**src/rtl/cross_bar_pkg.sv**
```systemverilog
// cross_bar_pkg: shared command encodings, arbiter state type and ID-width helper
package cross_bar_pkg;
  localparam logic CMD_READ  = 1'b1;
  localparam logic CMD_WRITE = 1'b0;

  typedef enum logic {ARB_IDLE, ARB_GRANT} arb_state_e;

  function automatic int id_width(input int n);
    return (n > 1) ? $clog2(n) : 1;
  endfunction
endpackage

```
**src/rtl/resp_order_fifo.sv**
```systemverilog
// resp_order_fifo: synchronous FIFO holding the master ID of each outstanding read,
// popped in issue order when the slave returns data.
module resp_order_fifo #(
  parameter int DEPTH = 4,
  parameter int WIDTH = 1
) (
  input  logic             aclk,
  input  logic             aresetn,
  input  logic             push,
  input  logic [WIDTH-1:0] din,
  input  logic             pop,
  output logic             full,
  output logic             empty,
  output logic [WIDTH-1:0] head
);
  localparam int AW = $clog2(DEPTH);

  logic [DEPTH-1:0][WIDTH-1:0] mem_q, mem_d;
  logic [AW-1:0] wr_ptr_q, wr_ptr_d, rd_ptr_q, rd_ptr_d;
  logic [AW:0]   cnt_q, cnt_d;
  logic          do_push, do_pop;

  assign full    = cnt_q == (AW+1)'(DEPTH);
  assign empty   = cnt_q == '0;
  assign head    = mem_q[rd_ptr_q];
  assign do_push = push && !full;
  assign do_pop  = pop && !empty;

  always_comb begin
    mem_d = mem_q;
    if (do_push) mem_d[wr_ptr_q] = din;
    wr_ptr_d = do_push ? wr_ptr_q + AW'(1) : wr_ptr_q;
    rd_ptr_d = do_pop ? rd_ptr_q + AW'(1) : rd_ptr_q;
    cnt_d    = cnt_q + (AW+1)'(do_push) - (AW+1)'(do_pop);
  end

  always_ff @(posedge aclk) begin
    if (!aresetn) begin
      mem_q    <= '0;
      wr_ptr_q <= '0;
      rd_ptr_q <= '0;
      cnt_q    <= '0;
    end else begin
      mem_q    <= mem_d;
      wr_ptr_q <= wr_ptr_d;
      rd_ptr_q <= rd_ptr_d;
      cnt_q    <= cnt_d;
    end
  end
endmodule

```
**src/rtl/slave_arbiter.sv**
```systemverilog
// slave_arbiter: round-robin arbitration of MASTER_NUM request streams onto one slave,
// with in-order read-response routing. SLAVE_ARB_STATS_EN adds per-master grant counters.
module slave_arbiter
  import cross_bar_pkg::*;
#(
  parameter int AWIDTH      = 32,
  parameter int DWIDTH      = 32,
  parameter int MASTER_NUM  = 2,
  parameter int ORDER_DEPTH = 4
) (
  input  logic                         aclk,
  input  logic                         aresetn,
  input  logic [MASTER_NUM-1:0]        m_req,
  input  logic [MASTER_NUM*AWIDTH-1:0] m_addr,
  input  logic [MASTER_NUM-1:0]        m_cmd,
  input  logic [MASTER_NUM*DWIDTH-1:0] m_wdata,
  output logic [MASTER_NUM-1:0]        m_ack,
  output logic [MASTER_NUM-1:0]        m_resp,
  output logic [DWIDTH-1:0]            m_rdata,
  output logic                         s_req,
  output logic [AWIDTH-1:0]            s_addr,
  output logic                         s_cmd,
  output logic [DWIDTH-1:0]            s_wdata,
  input  logic                         s_ack,
  input  logic                         s_resp,
  input  logic [DWIDTH-1:0]            s_rdata,
`ifdef SLAVE_ARB_STATS_EN
  output logic [MASTER_NUM*16-1:0]     grant_cnt,
`endif
  output logic                         err_unexp_resp
);
  localparam int IW = id_width(MASTER_NUM);

  arb_state_e        state_q, state_d;
  logic [IW-1:0]     grant_id_q, grant_id_d, last_grant_q, last_grant_d;
  logic [AWIDTH-1:0] addr_q, addr_d, sel_addr;
  logic              cmd_q, cmd_d, sel_cmd;
  logic [DWIDTH-1:0] wdata_q, wdata_d, sel_wdata;
  logic              err_q, err_d;
  logic [MASTER_NUM-1:0] elig;
  logic [IW-1:0]     win, q_head;
  logic              found, acked, push, pop, q_full, q_empty;

  // Reads are held back while the order queue cannot record another ID.
  always_comb begin
    for (int i = 0; i < MASTER_NUM; i++)
      elig[i] = m_req[i] && (m_cmd[i] == CMD_WRITE || !q_full);
  end

  // Lowest eligible index above last_grant wins; otherwise wrap to lowest overall.
  always_comb begin
    found = 1'b0;
    win   = last_grant_q;
    for (int i = MASTER_NUM - 1; i >= 0; i--)
      if (elig[i]) begin
        found = 1'b1;
        win   = IW'(i);
      end
    for (int i = MASTER_NUM - 1; i >= 0; i--)
      if (elig[i] && i > int'(last_grant_q)) win = IW'(i);
  end

  always_comb begin
    sel_addr  = '0;
    sel_cmd   = 1'b0;
    sel_wdata = '0;
    for (int i = 0; i < MASTER_NUM; i++)
      if (win == IW'(i)) begin
        sel_addr  = m_addr[i*AWIDTH +: AWIDTH];
        sel_cmd   = m_cmd[i];
        sel_wdata = m_wdata[i*DWIDTH +: DWIDTH];
      end
  end

  always_comb begin
    state_d      = state_q;
    grant_id_d   = grant_id_q;
    addr_d       = addr_q;
    cmd_d        = cmd_q;
    wdata_d      = wdata_q;
    last_grant_d = last_grant_q;
    acked        = 1'b0;
    if (state_q == ARB_IDLE) begin
      if (found) begin
        state_d    = ARB_GRANT;
        grant_id_d = win;
        addr_d     = sel_addr;
        cmd_d      = sel_cmd;
        wdata_d    = sel_wdata;
      end
    end else if (s_ack) begin
      acked        = 1'b1;
      last_grant_d = grant_id_q;
      state_d      = ARB_IDLE;
    end
  end

  assign push  = acked && cmd_q == CMD_READ;
  assign pop   = s_resp && !q_empty;
  assign err_d = err_q || (s_resp && q_empty);

  always_comb begin
    for (int i = 0; i < MASTER_NUM; i++) begin
      m_ack[i]  = acked && grant_id_q == IW'(i);
      m_resp[i] = pop && q_head == IW'(i);
    end
  end

  assign m_rdata        = pop ? s_rdata : '0;
  assign s_req          = state_q == ARB_GRANT;
  assign s_addr         = addr_q;
  assign s_cmd          = cmd_q;
  assign s_wdata        = wdata_q;
  assign err_unexp_resp = err_q;

  resp_order_fifo #(
    .DEPTH(ORDER_DEPTH),
    .WIDTH(IW)
  ) u_order (
    .aclk   (aclk),
    .aresetn(aresetn),
    .push   (push),
    .din    (grant_id_q),
    .pop    (pop),
    .full   (q_full),
    .empty  (q_empty),
    .head   (q_head)
  );

  always_ff @(posedge aclk) begin
    if (!aresetn) begin
      state_q      <= ARB_IDLE;
      grant_id_q   <= '0;
      last_grant_q <= IW'(MASTER_NUM - 1);
      addr_q       <= '0;
      cmd_q        <= 1'b0;
      wdata_q      <= '0;
      err_q        <= 1'b0;
    end else begin
      state_q      <= state_d;
      grant_id_q   <= grant_id_d;
      last_grant_q <= last_grant_d;
      addr_q       <= addr_d;
      cmd_q        <= cmd_d;
      wdata_q      <= wdata_d;
      err_q        <= err_d;
    end
  end

`ifdef SLAVE_ARB_STATS_EN
  logic [MASTER_NUM-1:0][15:0] cnt_q, cnt_d;

  always_comb begin
    for (int i = 0; i < MASTER_NUM; i++)
      cnt_d[i] = (m_ack[i] && cnt_q[i] != 16'hFFFF) ? cnt_q[i] + 16'd1 : cnt_q[i];
  end

  assign grant_cnt = cnt_q;

  always_ff @(posedge aclk) begin
    if (!aresetn) cnt_q <= '0;
    else cnt_q <= cnt_d;
  end
`endif
endmodule

```
**config.mk**
```make
export PLATFORM = sky130hd
export DESIGN_NAME = slave_arbiter
export DESIGN_NICKNAME = d
export VERILOG_FILES = /design/src/rtl/cross_bar_pkg.sv /design/src/rtl/resp_order_fifo.sv /design/src/rtl/slave_arbiter.sv
export SDC_FILE = /design/constraint.sdc
export NUM_CORES = 1
export LEC_CHECK = 0
export ABC_AREA = 1
export ABC_CLOCK_PERIOD_IN_PS = 4100
export CAP_MARGIN = 20
export CORE_ASPECT_RATIO = 1.1
export CORE_MARGIN = 2
export CORE_UTILIZATION = 44
export DETAILED_ROUTE_END_ITERATION = 8
export MAX_ROUTING_LAYER = met4
export PLACE_DENSITY = 0.91
export SYNTH_ARGS = -nofsm -noshare
export SYNTH_HDL_FRONTEND = slang
export SYNTH_SLANG_ARGS = --single-unit
```
**constraint.sdc**
```tcl
create_clock -name aclk -period 4.1 [get_ports aclk]
set_clock_uncertainty 0.1 [all_clocks]
set_input_delay 0.615 -clock aclk [delete_from_list [all_inputs] [get_ports aclk]]
set_output_delay 0.615 -clock aclk [all_outputs]
set_load 0.02 [all_outputs]
```
; Word level (Yosys, flattened, before mapping)
; Index checks and enable logic that the tools add are counted.
[totals]
reg_bits = 80
input_bits = 168
output_inout_bits = 103
elab_cells = 68
[op_classes]
add_sub_neg = 4
n_lt_le_gt_ge = 4
eq_ne = 1
n_mux = 19
n_bitwise = 5
n_reduce_logical = 21
[op_table]
columns = operator, n
row1 = 32-bit two-way mux, 3
row2 = 1-bit logical AND, 13
row3 = 1-bit two-way mux, 13
row4 = "2-bit by 3-bit < comparator with 1-bit output, second input constant", 2
row5 = 1-bit inverter, 5
row6 = "2-bit by 1-bit adder with 2-bit output, second input constant", 2
row7 = 4-bit bitwise mux, 1
row8 = 2-bit AND reduction, 2
row9 = 3-bit by 1-bit adder with 3-bit output, 1
row10 = "3-bit == test, second input constant", 1
row11 = 3-bit logical NOT, 1
row12 = 1-bit logical OR, 3
row13 = 3-bit by 1-bit subtractor with 3-bit output, 1
row14 = 1-bit binary-select mux with 2-bit select, 1
row15 = 1-bit demux with 2-bit select, 1
row16 = "2-bit by 1-bit greater-or-equal comparator with 1-bit output, second input constant", 1
row17 = 1-bit logical NOT, 2
row18 = "1-bit > comparator, first input constant", 1

; Logic depth before layout (Yosys ltp)
[depth]
depth_word = 8
depth_mapped = 11
mapped_depth_nobuf = 11

; Hierarchy
; From an unflattened synthesis, not the netlist that was laid out.
[unflattened]
cells_unflattened = 767
area_unflattened_um2 = 4723.3
[by_module_without_submodules]
columns = module, instances, cells_each, area_each_um2, seq_area_each_um2
row1 = slave_arbiter, 1, 673, 4071.4, 1381.3
row2 = resp_order_fifo, 1, 94, 651.9, 220.2

; Worst setup path after synthesis
; No wires, ideal clock.
[synth_timing]
path_kind = input-to-reg
startpoint = in s_ack
endpoint = reg u_order.cnt_q[2]
setup_ps = 120
arrival_time_ps = 1914
required_time_ps = 3880
setup_slack_ps = 1965
cell_stages = 8
n_path_buf = 1
path_cell_list = nand2_1 nor3_1 buf_2 ha_1 inv_1 fa_1 o21ai_0 a21oi_1
[synth_between]
elab_chain_cells = 6
[synth_rtl]
columns = element, line
row1 = from (decl), slave_arbiter.sv:24  ; input logic s_ack,
row2 = 1-bit two-way mux, slave_arbiter.sv:91  ; end else if (s_ack) begin
row3 = 1-bit two-way mux, slave_arbiter.sv:83  ; if (state_q == ARB_IDLE) begin
row4 = 1-bit logical AND, slave_arbiter.sv:98  ; assign push = acked && cmd_q == CMD_READ;
row5 = 1-bit logical AND, resp_order_fifo.sv:26  ; assign do_push = push && !full;
row6 = named net u_order.do_push, resp_order_fifo.sv:21  ; logic do_push, do_pop;
row7 = 3-bit by 1-bit adder with 3-bit output, resp_order_fifo.sv:34  ; cnt_d = cnt_q + (AW+1)'(do_push) - (AW+1)'(do_pop);
row8 = 3-bit by 1-bit subtractor with 3-bit output, resp_order_fifo.sv:34
row9 = to (signal assigned), resp_order_fifo.sv:47  ; cnt_q <= cnt_d;
row10 = to (decl), resp_order_fifo.sv:20  ; logic [AW:0] cnt_q, cnt_d;
; The timed path passes the listed nets, and every way through them passes these cells.
; A chain may end at the register's enable or synchronous reset.

; Worst setup path after layout
[layout_timing]
startpoint = in s_resp
endpoint = out m_resp[0]
[layout_between]
elab_chain_cells = 2
[layout_rtl]
columns = element, line
row1 = from (decl), slave_arbiter.sv:25  ; input logic s_resp,
row2 = 1-bit logical AND, slave_arbiter.sv:99  ; assign pop = s_resp && !q_empty;
row3 = 1-bit logical AND, slave_arbiter.sv:105  ; m_resp[i] = pop && q_head == IW'(i);
row4 = to (decl), slave_arbiter.sv:18  ; output logic [MASTER_NUM-1:0] m_resp,
; No other way between the ends.

==> impl_metrics.tcl <==
set metrics [dict create \
    synth_area_um2 5192 \
    fmax_mhz 334.9 \
    cellPowerDensity_nw_per_um2 443.5 \
    r2r_start "u_order.cnt_q[1]$_SDFF_PN0_" \
    power_mw 3.635 \
    crit_path_end_kind "output port" \
    rows 41 \
    final_common_cell "clkdlybuf4s50_1" \
    grt_antenna_before_repair 1 \
    n_fill_cell 895 \
    fin_crit_ns 2.986 \
    die_w_um 107.6 \
    hold_slack_ns 0.3611 \
    num-nets-final 1159 \
    synth_nets 917 \
    cts_setup_buffers 0 \
    critical_path_class "input port to output port" \
    grt_pass1_vias 5464 \
    ctsResizeCount 0 \
    routed_via_density 4.966 \
    worstPathArrival_ns 2.27 \
    area_delta_synth_final_pct 57.83 \
    cts_root_buf "clkbuf_16" \
    ys_types 26 \
    rsz0062_at_grt "no" \
    cp-start-kind "input port" \
    instances_no_fill 1139 \
    cts_buffers 9 \
    cts_tree "built" \
    yosysSeqAreaShare 0.3084 \
    clk_pin_slew_ns 0.06 \
    clock-sinks 80 \
    maxSlewViolCount 0 \
    drc 0 \
    drive_above_1_share 0.1599 \
    hold_path.class "register to register" \
    vias 5656 \
    ctsLongestPathBuffers 2 \
    postLayoutCellArea_um2 8195 \
    gp_congestion 0.8268 \
    critPathMaxFanout 35 \
    netlist_instances 742 \
    leakagePower_nw 3.752 \
    finalSetupTns_ns 0 \
    wl_per_cell_um 14.29 \
    ctsHoldBuffers 0 \
    clk_latency_ns 0.33 \
    ir_worst_vdd_mv 0.2765 \
    post-dp-hpwl_um 11920 \
    die_h_um 117.9 \
    grt_max_degree 67 \
    final-seq-area_um2 1602 \
    setup_viol 0 \
    synth_area_per_cell_um2 6.998 \
    yosysWarnings 0 \
    routed_wl_um 16280 \
    drv_cap 0 \
    grt_overflow 0 \
    ant_nets 0 \
    hold_viol_final 0 \
    dr.pass1.iters 5 \
    status "complete, no violations" \
    cp.required_ns 3.38 \
    drt_iter0_drc 323 \
    pin_count 271 \
    coreArea_um2 11490 \
    numPortBuffers 270 \
    hold_start "err_unexp_resp$_SDFF_PN0_" \
    startpoint "s_resp" \
    place_area_um2 7856 \
    track_usage 0.2604 \
    tightest_slew_ns 0.8977 \
    dp_cells 1123 \
    htree_levels 3 \
    period_share 0.7283 \
    grt_pass1_wl_um 25920 \
    relSlewSlack 0.4016 \
    initial_core_util 0.4519 \
    ys_ff_latch 80 \
    final_cell_mix "clkdlybuf4s50_1, inv_1, nand3_1" \
    multi_input_area_um2 2556 \
    dieArea_um2 12690 \
]
[layer usage]
metal	routed length [um]	track usage	vias to the layer above
li1	-	-	2787
met5	0	-	-
met4	675	0.1442	0
met2	8180	0.4363	240
met3	1185	0.04485	47
met1	6236	0.2899	2582
[cell families (layout without fill, tap and decap cells)]
group | Yosys count | count (layout) | synth area share
other | 0 | 1 | 0
AO/OA/AOI/OAI | 85 | 85 | 0.1183
flip-flops | 80 | 80 | 0.3084
XOR/XNOR | 1 | 1 | 0.001687
AND/OR/NAND/NOR | 335 | 335 | 0.3530
adder cells (fa/ha/maj) | 7 | 7 | 0.01831
buffers and inverters | 234 | 480 | 0.2002
[per-stage QoR]
step                utilization  worst slack, ns
finish                   0.7132            1.114
global placement         0.6837            1.161
global route             0.7132            1.019
CTS                      0.7130            1.110
floorplan                     -            1.965
detailed placement       0.6837            1.110
[synth_stat cells]
cell type  instances  area [um2]
inv_1            180       675.7
buf_8              7       105.1
o211ai_1           2       15.01
fa_1               1       20.02
clkinv_2           1       5.000
nand3_2           43       430.4
buf_6              7       78.83
buf_1              3       11.26
nor2_4             1       11.26
nand3_1          159       795.8
clkbuf_1          18       67.56
nand2_1           55       206.5
ha_1               6       75.07
o21ai_0            7       35.03
nor3_1             2       10.01
buf_2             14       70.07
nor2_1            38       142.6
inv_2              1       3.750
xor2_1             1       8.760
and2_1             1       6.260
dfxtp_1           80        1602
nand2_4            1       11.26
nand2_2           35       219.0
a21oi_2           49       429.2
buf_4              3       22.52
a21oi_1           27       135.1
[where the power goes]
group          internal [mW]  leakage [nW]  switching, mW
registers              0.912         0.659          0.100
logic                  0.760          2.93          0.946
clock network          0.609         0.163          0.308
[critical path: stages]
cell and delay, ns:
clkdlybuf4s50_1 0.43, nand2_1 0.08, buf_4 0.30, inv_1 0.12
and2_1 0.17, clkdlybuf4s50_1 0.54
[sequential cells by signal (all words and copies together), names as in the netlist]
name / cells
last_grant_q: 1
s_cmd: 1
u_order.wr_ptr_q: 2
u_order.rd_ptr_q: 2
grant_id_q: 1
u_order.mem_q: 4
s_wdata: 32
s_req: 1
u_order.cnt_q: 3
s_addr: 32
err_unexp_resp: 1
[final cells by class]
cell class | count | share of cell area
tap | 150 | 0.02290
sequential | 80 | 0.1954
clock inverter | 3 | 0.01099
timing repair buffer | 283 | 0.3447
multi-input combinational | 428 | 0.3119
clock buffer | 12 | 0.03008
inverter | 182 | 0.08366
antenna | 1 | 0.0003053
[final timing paths]
| path | to | slack [ns] | cells after the start |
|---|---|---|---|
| setup / recovery | m_resp[0] | 1.11 | 6 |
| hold / removal | err_unexp_resp$_SDFF_PN0_ | 0.36 | 2 |
| setup reg to reg | u_order.cnt_q[2]$_SDFF_PN0_ | 1.62 | 12 |
| hold reg to reg | err_unexp_resp$_SDFF_PN0_ | 0.36 | 2 |
Note: power is estimated with default switching activity, not from simulation.
